File: src/rtl/uart_rx_fifo_pkg.sv
`default_nettype none
// +----------------------------------------------------------------------------+
// | Package   : uart_rx_fifo_pkg                                               |
// | Purpose   : Shared UART sizing constants (data width, RX FIFO depth and    |
// |             almost-full level) plus a saturating counter helper used by    |
// |             the receive buffer.                                            |
// | Ports     : none                                                           |
// | Revision  : 1.0 - initial release                                          |
// +----------------------------------------------------------------------------+
package uart_rx_fifo_pkg;

  localparam int UART_DATA_W       = 8;
  localparam int UART_RXFIFO_DEPTH = 16;
  localparam int UART_RXFIFO_AF    = 12;

  // Increment that sticks at the all-ones value instead of wrapping.
  function automatic logic [7:0] sat_inc8(input logic [7:0] value);
    return (value == 8'hFF) ? value : value + 8'd1;
  endfunction

endpackage
`default_nettype wire

File: src/rtl/uart_fifo_mem.sv
`default_nettype none
// +----------------------------------------------------------------------------+
// | Module    : uart_fifo_mem                                                  |
// | Purpose   : DEPTH x DATA_W storage with one synchronous write port and one |
// |             registered read port. A read of the address being written in   |
// |             the same cycle returns the new write data.                     |
// | Ports     : bclk, reset (async, active-high, clears rd_data only)          |
// |             wr_en/wr_addr/wr_data  - write port                            |
// |             rd_en/rd_addr/rd_data  - registered read port                  |
// | Revision  : 1.0 - initial release                                          |
// +----------------------------------------------------------------------------+
module uart_fifo_mem
  import uart_rx_fifo_pkg::*;
#(
  parameter int DATA_W = UART_DATA_W,
  parameter int DEPTH  = UART_RXFIFO_DEPTH,
  parameter int ADDR_W = 4
) (
  input  logic              bclk,
  input  logic              reset,
  input  logic              wr_en,
  input  logic [ADDR_W-1:0] wr_addr,
  input  logic [DATA_W-1:0] wr_data,
  input  logic              rd_en,
  input  logic [ADDR_W-1:0] rd_addr,
  output logic [DATA_W-1:0] rd_data
);

  logic [DATA_W-1:0] r_mem [DEPTH];
  logic [DATA_W-1:0] r_rd_data;

  // Storage is deliberately not reset.
  always_ff @(posedge bclk) begin
    if (wr_en) begin
      r_mem[wr_addr] <= wr_data;
    end
  end

  // Bypass lets a write into an empty FIFO reach the head register on the
  // same edge the array is written.
  always_ff @(posedge bclk or posedge reset) begin
    if (reset) begin
      r_rd_data <= '0;
    end else if (rd_en) begin
      r_rd_data <= (wr_en && (wr_addr == rd_addr)) ? wr_data : r_mem[rd_addr];
    end
  end

  assign rd_data = r_rd_data;

endmodule
`default_nettype wire

File: src/rtl/uart_rx_fifo.sv
`default_nettype none
// +----------------------------------------------------------------------------+
// | Module    : uart_rx_fifo                                                   |
// | Purpose   : Receive buffer behind the UART receiver. Captures each strobed |
// |             byte into a circular FIFO, presents the oldest byte through a  |
// |             first-word-fall-through valid/ready port, and reports fill     |
// |             level, almost-full and sticky/counted overruns.                |
// | Ports     : bclk, reset (async, active-high)                               |
// |             wr_data/wr_en          - bytes from the receiver              |
// |             rd_data/rd_valid/rd_ready - host read port                     |
// |             count/full/almost_full  - fill status                          |
// |             overrun/overrun_cnt/overrun_clr - dropped-byte reporting       |
// | Revision  : 1.0 - initial release                                          |
// +----------------------------------------------------------------------------+
module uart_rx_fifo
  import uart_rx_fifo_pkg::*;
#(
  parameter int DATA_W   = UART_DATA_W,
  parameter int DEPTH    = UART_RXFIFO_DEPTH,
  parameter int ADDR_W   = 4,
  parameter int AF_LEVEL = UART_RXFIFO_AF
) (
  input  logic              bclk,
  input  logic              reset,
  input  logic [DATA_W-1:0] wr_data,
  input  logic              wr_en,
  output logic [DATA_W-1:0] rd_data,
  output logic              rd_valid,
  input  logic              rd_ready,
  output logic [ADDR_W:0]   count,
  output logic              full,
  output logic              almost_full,
  output logic              overrun,
  output logic [7:0]        overrun_cnt,
  input  logic              overrun_clr
);

  localparam logic [ADDR_W:0]   c_depth    = DEPTH[ADDR_W:0];
  localparam logic [ADDR_W:0]   c_af_level = AF_LEVEL[ADDR_W:0];
  localparam logic [ADDR_W-1:0] c_ptr_one  = {{(ADDR_W-1){1'b0}}, 1'b1};
  localparam logic [ADDR_W:0]   c_cnt_one  = {{ADDR_W{1'b0}}, 1'b1};

  logic [ADDR_W-1:0] r_wr_ptr;
  logic [ADDR_W-1:0] r_rd_ptr;
  logic [ADDR_W:0]   r_count;
  logic              r_rd_valid;
  logic              r_full;
  logic              r_almost_full;
  logic              r_overrun;
  logic [7:0]        r_overrun_cnt;

  logic              w_pop;
  logic              w_write;
  logic              w_overrun;
  logic [ADDR_W-1:0] w_rd_ptr_inc;
  logic [ADDR_W:0]   w_count_nxt;
  logic              w_head_load;
  logic [ADDR_W-1:0] w_head_addr;

  assign w_pop        = r_rd_valid & rd_ready;
  // A pop frees a slot in the same cycle, so a full FIFO still accepts.
  assign w_write      = wr_en & (~r_full | w_pop);
  assign w_overrun    = wr_en & r_full & ~w_pop;
  assign w_rd_ptr_inc = r_rd_ptr + c_ptr_one;

  always_comb begin
    w_count_nxt = r_count;
    case ({w_write, w_pop})
      2'b10:   w_count_nxt = r_count + c_cnt_one;
      2'b01:   w_count_nxt = r_count - c_cnt_one;
      default: w_count_nxt = r_count;
    endcase
  end

  // The head register only moves on a pop or on a write into an empty FIFO,
  // which keeps rd_data stable while the host stalls.
  assign w_head_load = w_pop | (w_write & ~r_rd_valid);
  assign w_head_addr = w_pop ? w_rd_ptr_inc : r_rd_ptr;

  always_ff @(posedge bclk or posedge reset) begin
    if (reset) begin
      r_wr_ptr      <= '0;
      r_rd_ptr      <= '0;
      r_count       <= '0;
      r_rd_valid    <= 1'b0;
      r_full        <= 1'b0;
      r_almost_full <= 1'b0;
      r_overrun     <= 1'b0;
      r_overrun_cnt <= '0;
    end else begin
      if (w_write) begin
        r_wr_ptr <= r_wr_ptr + c_ptr_one;
      end
      if (w_pop) begin
        r_rd_ptr <= w_rd_ptr_inc;
      end
      r_count       <= w_count_nxt;
      r_rd_valid    <= (w_count_nxt != '0);
      r_full        <= (w_count_nxt == c_depth);
      r_almost_full <= (w_count_nxt >= c_af_level);
      // A fresh overrun takes priority over a clear in the same cycle.
      if (w_overrun) begin
        r_overrun     <= 1'b1;
        r_overrun_cnt <= overrun_clr ? 8'd1 : sat_inc8(r_overrun_cnt);
      end else if (overrun_clr) begin
        r_overrun     <= 1'b0;
        r_overrun_cnt <= '0;
      end
    end
  end

  uart_fifo_mem #(
    .DATA_W (DATA_W),
    .DEPTH  (DEPTH),
    .ADDR_W (ADDR_W)
  ) u_mem (
    .bclk    (bclk),
    .reset   (reset),
    .wr_en   (w_write),
    .wr_addr (r_wr_ptr),
    .wr_data (wr_data),
    .rd_en   (w_head_load),
    .rd_addr (w_head_addr),
    .rd_data (rd_data)
  );

  assign rd_valid    = r_rd_valid;
  assign count       = r_count;
  assign full        = r_full;
  assign almost_full = r_almost_full;
  assign overrun     = r_overrun;
  assign overrun_cnt = r_overrun_cnt;

endmodule
`default_nettype wire
File: config.mk
export PLATFORM = sky130hd
export DESIGN_NAME = uart_rx_fifo
export DESIGN_NICKNAME = d
export VERILOG_FILES = /design/src/rtl/uart_rx_fifo_pkg.sv /design/src/rtl/uart_fifo_mem.sv /design/src/rtl/uart_rx_fifo.sv
export SDC_FILE = /design/constraint.sdc
export NUM_CORES = 1
export LEC_CHECK = 0
export ABC_AREA = 1
export CAP_MARGIN = 40
export CORE_ASPECT_RATIO = 0.7
export CORE_UTILIZATION = 54
export CTS_CLUSTER_SIZE = 16
export DETAILED_ROUTE_END_ITERATION = 16
export PLACE_DENSITY_LB_ADDON = 0.2
export SYNTH_ARGS = -nofsm -noshare
export SYNTH_HDL_FRONTEND = slang
export SYNTH_SLANG_ARGS = --single-unit
File: constraint.sdc
create_clock -name bclk -period 2.26 [get_ports bclk]
set_input_delay 0.226 -clock bclk [delete_from_list [all_inputs] [get_ports bclk]]
set_output_delay 0.226 -clock bclk [all_outputs]
set_load 0.01 [all_outputs]
; Word-level counts from Yosys, hierarchy flattened
; Memories as Yosys holds them, arrays and structs flattened. A register that Yosys moved wholly into a read port is not among the register bits.
; Index checks and enable logic that the tools add are counted.
[op_classes]
shift = 0
n_addsub = 5
n_eq_ne = 5
n_reduce_logical = 3
multipliers = 0
n_div = 0
n_bitwise = 10
muxes = 10
order_cmp = 1
[ops]
columns = cell, n
row1 = $mux W8, 4
row2 = $pmux W5 S2, 1
row3 = $add A4 B1 Y4 const B, 2
row4 = $add A8 B1 Y8 const B, 1
row5 = $eq A8 B8 Y1 const B, 1
row6 = $add A5 B1 Y5 const B, 1
row7 = $and A1 B1 Y1, 5
row8 = $eq A5 B5 Y1 const B, 1
row9 = $ge A5 B4 Y1 const B, 1
row10 = $reduce_bool A5 Y1, 1
row11 = $sub A5 B1 Y5 const B, 1
row12 = $mux W1, 4
row13 = $mux W4, 1
row14 = $not A1 Y1, 3
row15 = $eq A2 B1 Y1 const B, 1
row16 = $eq A2 B2 Y1 const B, 1
row17 = $ne A2 B2 Y1 const B, 1
row18 = $or A1 B1 Y1, 2
row19 = $reduce_and A2 Y1, 1
row20 = $reduce_bool A2 Y1, 1
[word_totals]
mem_count = 1
latch_bits = 0
elab_cells = 43
input_bits = 13
regBits = 25
rom_bits = 0
out_inout_bits = 25
ram_bits = 128
[memory_table]
columns = memory, words, word_bits, read_ports, rd_clocked_by_memory_dff, wr, line
row1 = u_mem.r_mem, 16, 8, 1, 1, 1, uart_fifo_mem.sv:29  ; logic [DATA_W-1:0] r_mem [DEPTH];

; Depth between registers and ports, before layout
; Gate-level depths: netlist (run 1).
[logic_depth]
ltp_word = 6
ltp_mapped = 15
ltp_nobuf = 15

; Modules after synthesis
; A second synthesis (run 1) with hierarchy kept.
[unflattened]
cells_unflattened = 763
hier_area_um2 = 7370.8
[modules_own_cells]
columns = mod, area_each_um2, seq_area_each_um2, n_inst, cells_each
row1 = uart_fifo_mem, 5989.5, 4043.9, 1, 590
row2 = uart_rx_fifo, 1381.3, 625.6, 1, 173

; Worst setup path before layout (run 1)
; Ideal clock, no wire load.
[synth_timing]
kind = reg-to-reg
start = register r_rd_valid (netlist: rd_valid)
end = register r_rd_valid (netlist: rd_valid)
path_slack_ns = 0.053
n_path_buf = 0
arrival_time_ns = 2.080
setup_ns = 0.127
path_stages_with_launch = 15
cell_sequence = dfrtp_1 > nand2_2 > nand2_1 > nand2_2 > ha_1 > xor2_1 > ha_1 > o21ai_0 > nor2_1 > nand2_1 > nand3_1 > nand2_1 > nand2_1 > inv_1 > nand3b_1
[synth_between]
elab_chain_len = 6
elab_cells_between_ends = 7
[synth_lines]
columns = element, line
row1 = from (decl), uart_rx_fifo.sv:46  ; logic r_rd_valid;
row2 = from (signal assigned), uart_rx_fifo.sv:98  ; r_rd_valid <= (w_count_nxt != '0);
row3 = $and A1 B1 Y1 (*), uart_rx_fifo.sv:60  ; assign w_pop = r_rd_valid & rd_ready;
row4 = $or A1 B1 Y1, uart_rx_fifo.sv:62  ; assign w_write = wr_en & (~r_full | w_pop);
row5 = $and A1 B1 Y1, uart_rx_fifo.sv:62
row6 = $eq A2 B1 Y1 or $eq A2 B2 Y1 (tied branches), uart_rx_fifo.sv:68  ; case ({w_write, w_pop})
row7 = $pmux W5 S2 (*), uart_rx_fifo.sv:68
row8 = named net w_count_nxt[4], uart_rx_fifo.sv:56  ; logic [ADDR_W:0] w_count_nxt;
row9 = $reduce_bool A5 Y1 (*), uart_rx_fifo.sv:98
; The timed path passes the listed nets; every way through them passes the cells marked *.
; A chain may end at the register's enable or synchronous reset.

; Final worst setup path (run 1)
[layout_timing]
start = register r_rd_valid (netlist: rd_valid)
end = register r_almost_full (netlist: almost_full)
[layout_between]
elab_chain_len = 6
elab_cells_between_ends = 7
[layout_lines]
columns = element, line
row1 = $and A1 B1 Y1 (*), uart_rx_fifo.sv:60
row2 = $or A1 B1 Y1, uart_rx_fifo.sv:62
row3 = $and A1 B1 Y1, uart_rx_fifo.sv:62
row4 = $eq A2 B1 Y1 or $eq A2 B2 Y1 (tied branches), uart_rx_fifo.sv:68
row5 = $pmux W5 S2 (*), uart_rx_fifo.sv:68
row6 = named net w_count_nxt[2], uart_rx_fifo.sv:56
row7 = $ge A5 B4 Y1 (*), uart_rx_fifo.sv:100  ; r_almost_full <= (w_count_nxt >= c_af_level);
row8 = to (signal assigned), uart_rx_fifo.sv:100
row9 = to (decl), uart_rx_fifo.sv:48  ; logic r_almost_full;
; Marked as above.

==> flow_summary.yaml, run 1 <==
status:
  outcome: "complete, no violations"
global_route:
  grt_overflow: 0
  grtUsageTotal_pct: 28.49
  grt_pass1_vias: 5478
  grt_max_degree: 37
  antenna_found_initial: 0
  grt_pass1_wl_um: 29880
pwr:
  ir_drop_v: 0.0008377
  power_leakage_nw: 3.912
  p_per_area_nw_per_um2: 1332
  finalPower_mw: 12.12
placed_design:
  post_dp_cell_area_um2: 8512
  pre_cts_ws_ps: -344.7
  gp_congestion: 0.8781
  portBuffers: 37
  dp.cells: 1000
  dpl.hpwl_um: 12710
floorplan:
  die_w_um: 143.2
  coreArea_um2: 13400
  ioPinCount: 38
  start_util_pct: 56.23
  die_h_um: 100.8
  dieArea_um2: 14440
  rows: 35
drt:
  highest_layer: "met4"
  drt-total-wl_um: 19240
  dr.first_iter.drc_count: 586
  drtPass1Iterations: 5
  ant_nets: 0
  wl_per_cell_um: 18.64
  vias: 5759
  drt-met1-wl_um: 8382
  post_drt_via_cell_ratio: 5.580
  dr_wl_met2_um: 8920
  drcViolationCount: 0
  met3WireLength_um: 1624
timing:
  setup_slack_ps: 95.39
  finalClockSkew_ps: 7.227
  holdWs_ps: 203.2
  timing.fmax_mhz: 462.0
  finalSetupTns_ps: 0
  fin_crit_sh_pct: 95.78
  relSlewSlack_pct: 58.41
  finalSetupViolations: 0
  slew_violations: 0
  final_hold_viol_count: 0
  worstMarginPinSlew_ps: 621.9
  min_period_ps: 2165
clocking:
  cts_tree: "yes"
  htree_levels: 4
  cts_sinks: 161
  cts_setup_buffers: 0
  cts_root_buf: "clkbuf_16"
  cts_buffers: 17
  clkLatencyLatePin_ps: 420
  clk_pin_slew_worst_paths_ps: 70
  clock_path_buffers: 2
min_path:
  hp-class: "in2async"
synth:
  ys_warn_count: 0
  yosysSeqAreaShare_pct: 61.97
  synthCells: 750
  ys_seq_elements: 161
  synthesis.nets: 772
  syn_avg_cell_area_um2: 10.05
  yosysUniqueCellTypes: 26
  synth_area_um2: 7535
final_layout:
  layout.cells.non_filler: 1032
  area_growth_pct: 20.84
  final_common_cell: "nand3_1"
  final_cell_mix: "nand3_1 (146), nand2_1 (138), edfxtp_1 (128), inv_1 (116), nand3b_1 (57)"
  final_util_pct: 67.95
  final_nets: 856
  drive_gt1_share_pct: 13.34
  fill_cells: 985
  design_area_um2: 9105
  num_antenna_cells: 0
setup_path:
  critPathLaunchType: "flip-flop"
  slowest_stage: "dfrtp_1"
  critPathRequiredTime_ps: 2580
  critPathTopFamily: "simple AND/OR/NAND/NOR gates"
  cp_max_fo: 4
  worst_path_largest_cell_delay_ps: 420
  critical_path_buf_inv_count: 5
  cp_cell_sequence: "nand2_2 -> buf_4 -> inv_2 -> ha_2 -> buf_4 -> nor2_1 -> nor2_4 -> buf_4 -> nor3_1 -> o22ai_1 -> buf_4 -> nand2_1 -> nand2_1"
  path_common_cell: "buf_4"
  worstPathArrival_ps: 2480
  worstSetupEndpointType: "flip-flop"
  r2r_start: "rd_valid"
  startpoint: "rd_valid"
  crit_type: "reg2reg"
run:
  maxCapViolations: 0
-- where the power goes --
| group | internal, mW | total, mW | leakage [nW] | switching (mW) |
|---|---|---|---|---|
| Clock | 1.44 | 2.69 | 0.277 | 1.25 |
| Combinational | 2.05 | 5.51 | 2.07 | 3.46 |
| Sequential | 3.67 | 3.93 | 1.57 | 0.256 |
| Total | 7.16 | 12.1 | 3.91 | 4.96 |
-- final timing paths --
| check | endpoint | slack, ps | cells past startpoint |
|---|---|---|---|
| setup reg to reg | almost_full | 100 | 13 |
| setup / recovery | almost_full | 100 | 13 |
| min in group bclk | overrun_cnt[6] | 440 | 2 |
| hold reg to reg | u_mem.rd_data[4] | 480 | 2 |
| hold / removal | r_rd_ptr[1] | 200 | 3 |
| max in group asynchronous | u_mem.rd_data[0] | 1750 | 3 |
-- area by class of cell --
class | instances | area [µm²] | area share, %
clock buffers | 17 | 425.4 | 4.672
flip-flops and latches | 161 | 4669 | 51.28
multi-input cells | 439 | 2300 | 25.26
well taps | 185 | 231.5 | 2.542
inverters | 120 | 450.4 | 4.947
repair buffers | 95 | 905.9 | 9.949
clock inverters | 15 | 122.6 | 1.347
-- flip-flops by register name, summed over array words and instances (netlist names) --
name	flops
overrun	1
r_rd_ptr	4
u_mem.rd_data	8
rd_valid	1
u_mem.r_mem	128
overrun_cnt	8
full	1
almost_full	1
count	5
r_wr_ptr	4
-- cell usage after synthesis (all sizes together) --
master | count | area share (%)
ha | 9 | 1.5
dfrtp | 33 | 11
nand2 | 146 | 7.5
o22ai | 2 | 0.17
nor3 | 1 | 0.066
nand3 | 149 | 10
nand3b | 57 | 5.7
nor2 | 38 | 1.9
a21oi | 14 | 0.93
o21bai | 3 | 0.30
inv | 120 | 6.0
buf | 30 | 2.2
xor2 | 5 | 0.58
or2 | 1 | 0.083
edfxtp | 128 | 51
o21a | 2 | 0.20
o21ai | 7 | 0.46
o211ai | 1 | 0.10
nand4 | 2 | 0.17
xnor2 | 2 | 0.23
-- cell families (layout without fill, tap and decap cells) --
group | after synthesis | count (layout) | share of synthesized area [%]
AOI/OAI and AO/OA | 29 | 29 | 2.159
xor gates and xnor gates | 7 | 7 | 0.8137
adders and majority gates | 9 | 9 | 1.495
buffers and inverters | 150 | 247 | 8.203
DFF | 161 | 161 | 61.97
and+or+nand+nor | 394 | 394 | 25.36
-- layer usage --
metal	up-vias	GRT usage (%)
met5	-	0
met3	30	6.223
met4	0	10.26
met1	2765	41.08
li1	2679	-
met2	285	42.66
-- worst reg2reg max path: cells and delay by family, from the launching register on --
family	cells	cell delay (ps)
fa+ha+maj	1	190
flops	1	420
compound gates	1	170
buf+inv	5	640
simple gates	6	650
-- repair_timing --
action,in CTS,in global routing
gates resized for setup,1,13
endpoints found under the setup margin,3,4
pin swaps,0,4
hold buffers,0,0
cloned,0,0
(Power assumes the default switching activity.)
==> run 2: changes to the inputs <==
--- a/config.mk
+++ b/config.mk
@@ -8,7 +8,7 @@
 export ABC_AREA = 1
 export CAP_MARGIN = 40
 export CORE_ASPECT_RATIO = 0.7
-export CORE_UTILIZATION = 54
+export CORE_UTILIZATION = 55
 export CTS_CLUSTER_SIZE = 16
 export DETAILED_ROUTE_END_ITERATION = 16
 export PLACE_DENSITY_LB_ADDON = 0.2
==> constraint.sdc (replaced) <==
create_clock -name bclk -period 2.6 [get_ports bclk]
set_input_delay 0.26 -clock bclk [delete_from_list [all_inputs] [get_ports bclk]]
set_output_delay 0.26 -clock bclk [all_outputs]
set_load 0.01 [all_outputs]
==> run 2 against run 1 <==
Net effect:
- sequential share of layout area up 1.3 points
- combinational power shrank 22%
- total power is 17% lower
- first-iteration DRC count decreased by 16%
- setup slack better by 97 ps
- clock power decreased by 12%
- register-to-register slack improved by 97 ps
- largest power group unchanged
- highest routed layer unchanged
==> flow_summary.yaml, run 2 (synthesized netlist as in run 1, its figures left out) <==
setup_path:
  worstSetupEndpointType: "flip-flop"
  cp_max_fo: 5
  worst_path_largest_cell_delay_ps: 390
  path_common_cell: "nand2_1"
  critPathLaunchType: "flip-flop"
  worstPathArrival_ps: 2720
  cp_cell_sequence: "nand2_2 -> nand2_1 -> nand2_2 -> ha_1 -> xor2_1 -> ha_1 -> o21ai_0 -> nor2_1 -> nand2_1 -> nand3_1 -> nand2_1 -> nand2_1 -> inv_1 -> nand3b_1"
  critPathRequiredTime_ps: 2910
  crit_type: "reg2reg"
  slowest_stage: "dfrtp_1"
final_layout:
  area_growth_pct: 17.77
  drive_gt1_share_pct: 10.13
  final_util_pct: 66.87
  seq_area_um2: 4669
  layout.cells.non_filler: 1014
  largest_reg_flops: 128
  final_cell_mix: "nand3_1 (147), nand2_1 (139), edfxtp_1 (128), inv_1 (117), nand3b_1 (57)"
  num_antenna_cells: 0
  final_nets: 838
  multi_input_area_um2: 2255
  final_common_cell: "nand3_1"
  max_flop_register: "u_mem.r_mem"
  fill_cells: 1057
clocking:
  cts_hold_repair.buffers: 0
  clk_pin_slew_worst_paths_ps: 70
  cts_root_buf: "clkbuf_16"
  cts_buffers: 17
  clkLatencyLatePin_ps: 420
  cts_sinks: 161
  htree_levels: 4
  cts_tree: "yes"
  cts_resized: 0
  clock_path_buffers: 2
  cts_setup_buffers: 0
global_route:
  grt_pass1_vias: 5288
  grt_max_degree: 35
  grtUsageTotal_pct: 27.08
  grt_overflow: 0
  grt_pass1_wl_um: 28270
  antenna_found_initial: 0
drt:
  dr.first_iter.drc_count: 494
  wl_per_cell_um: 17.72
  drtPass1Iterations: 5
  ant_nets: 0
  vias: 5537
  drt-total-wl_um: 17970
  drcViolationCount: 0
  post_drt_via_cell_ratio: 5.461
status:
  outcome: "complete, no violations"
floorplan:
  dieArea_um2: 14180
  coreArea_um2: 13270
  die_h_um: 99.93
  die_w_um: 141.9
  ioPinCount: 38
  rows: 35
  start_util_pct: 56.78
pwr:
  p_per_area_nw_per_um2: 1136
  power_leakage_nw: 3.794
  p_clk_share_pct: 23.5
  p_comb_share_pct: 42.9
  ir_drop_v: 0.0006084
  finalPower_mw: 10.08
  p_switching_mw: 4.029
  p_seq_share_pct: 33.7
  switching_share_pct: 39.97
  internal_power_mw: 6.050
timing:
  slew_violations: 0
  finalClockSkew_ps: 11.83
  worstMarginPinSlew_ps: 837.7
  timing.fmax_mhz: 415.3
  min_period_ps: 2408
  setup_slack_ps: 192.2
  finalSetupViolations: 0
  holdWs_ps: 237.3
  final_hold_viol_count: 0
  relSlewSlack_pct: 43.98
  fin_crit_sh_pct: 92.61
  rsz0062_at_grt: "no"
placed_design:
  dpl.hpwl_um: 11670
  dp.cells: 982
  portBuffers: 37
  pre_cts_ws_ps: -94.59
  gp_congestion: 0.8895
run:
  maxCapViolations: 0
min_path:
  hp-class: "in2async"
[run 2: changes by cell type in the layout (fill, tap and decap cells not counted), moves of 2 or more]
cell        delta
clkbuf_1       +2
ha_1           +2
buf_4         -13
nor2_1         +2
clkbuf_8       +2
clkinv_2       -2
inv_6          -5
inv_4          +3
buf_12         -5
clkinvlp_4     +2
inv_8          -3
ha_2           -2
[run 2: worst max-delay path, delay by kind of cell, from the launching register on]
| kind | cells | cell delay (ps) |
|---|---|---|
| and+or+nand+nor | 9 | 790 |
| adders and majority gates | 2 | 470 |
| DFF | 1 | 390 |
| AOI/OAI and AO/OA | 1 | 360 |
| xor gates and xnor gates | 1 | 200 |
| buffers and inverters | 1 | 100 |
[run 2: area by class of cell]
cell class / instances / share of cell area, %
clock buffer: 22 / 5.471
clock inverter: 10 / 0.8319
inverter: 120 / 5.076
multi-input combinational: 439 / 25.41
sequential: 161 / 52.62
tap: 185 / 2.609
timing repair buffer: 77 / 7.981
[run 2: through the flow]
stage,cell area [µm²],setup TNS [ps]
6_report,8874,0
5_1_grt,8874,0
4_1_cts,8874,0
3_5_place_dp,8314,-227.1
3_3_place_gp,8314,0
2_1_floorplan,7535,0
[run 2: routing by layer]
layer	wire length [µm]	vias up	part of all wire [%]	track usage, %
met1	8284	2641	46	40.29
met4	233	0	1.3	7.444
met5	0	-	0	0
met2	8134	235	45	40.92
li1	-	2638	-	-
met3	1312	23	7.3	5.248
[run 2: path summary, 6_finish.rpt]
kind                                        from                to  slack [ps]  cells after the start
worst max-delay path                    rd_valid          rd_valid         190                     14
worst min-delay path                       reset       r_rd_ptr[1]         240                      3
worst min register to register  u_mem.rd_data[2]  u_mem.rd_data[2]         480                      2
max in group asynchronous                  reset  u_mem.rd_data[2]        2060                      3
worst max register to register          rd_valid          rd_valid         190                     14
min in group bclk                    overrun_clr    overrun_cnt[6]         470                      2
[run 2: power by group through the flow]
stage | registers [mW] | logic, mW | clock network, mW
6_report | 3.39 | 4.32 | 2.36
5_1_grt | 3.43 | 4.78 | 2.49
4_1_cts | 3.39 | 4.28 | 2.39
3_5_place_dp | 3.44 | 4.25 | 0
3_3_place_gp | 3.43 | 4.15 | 0
2_1_floorplan | 3.46 | 2.77 | 0
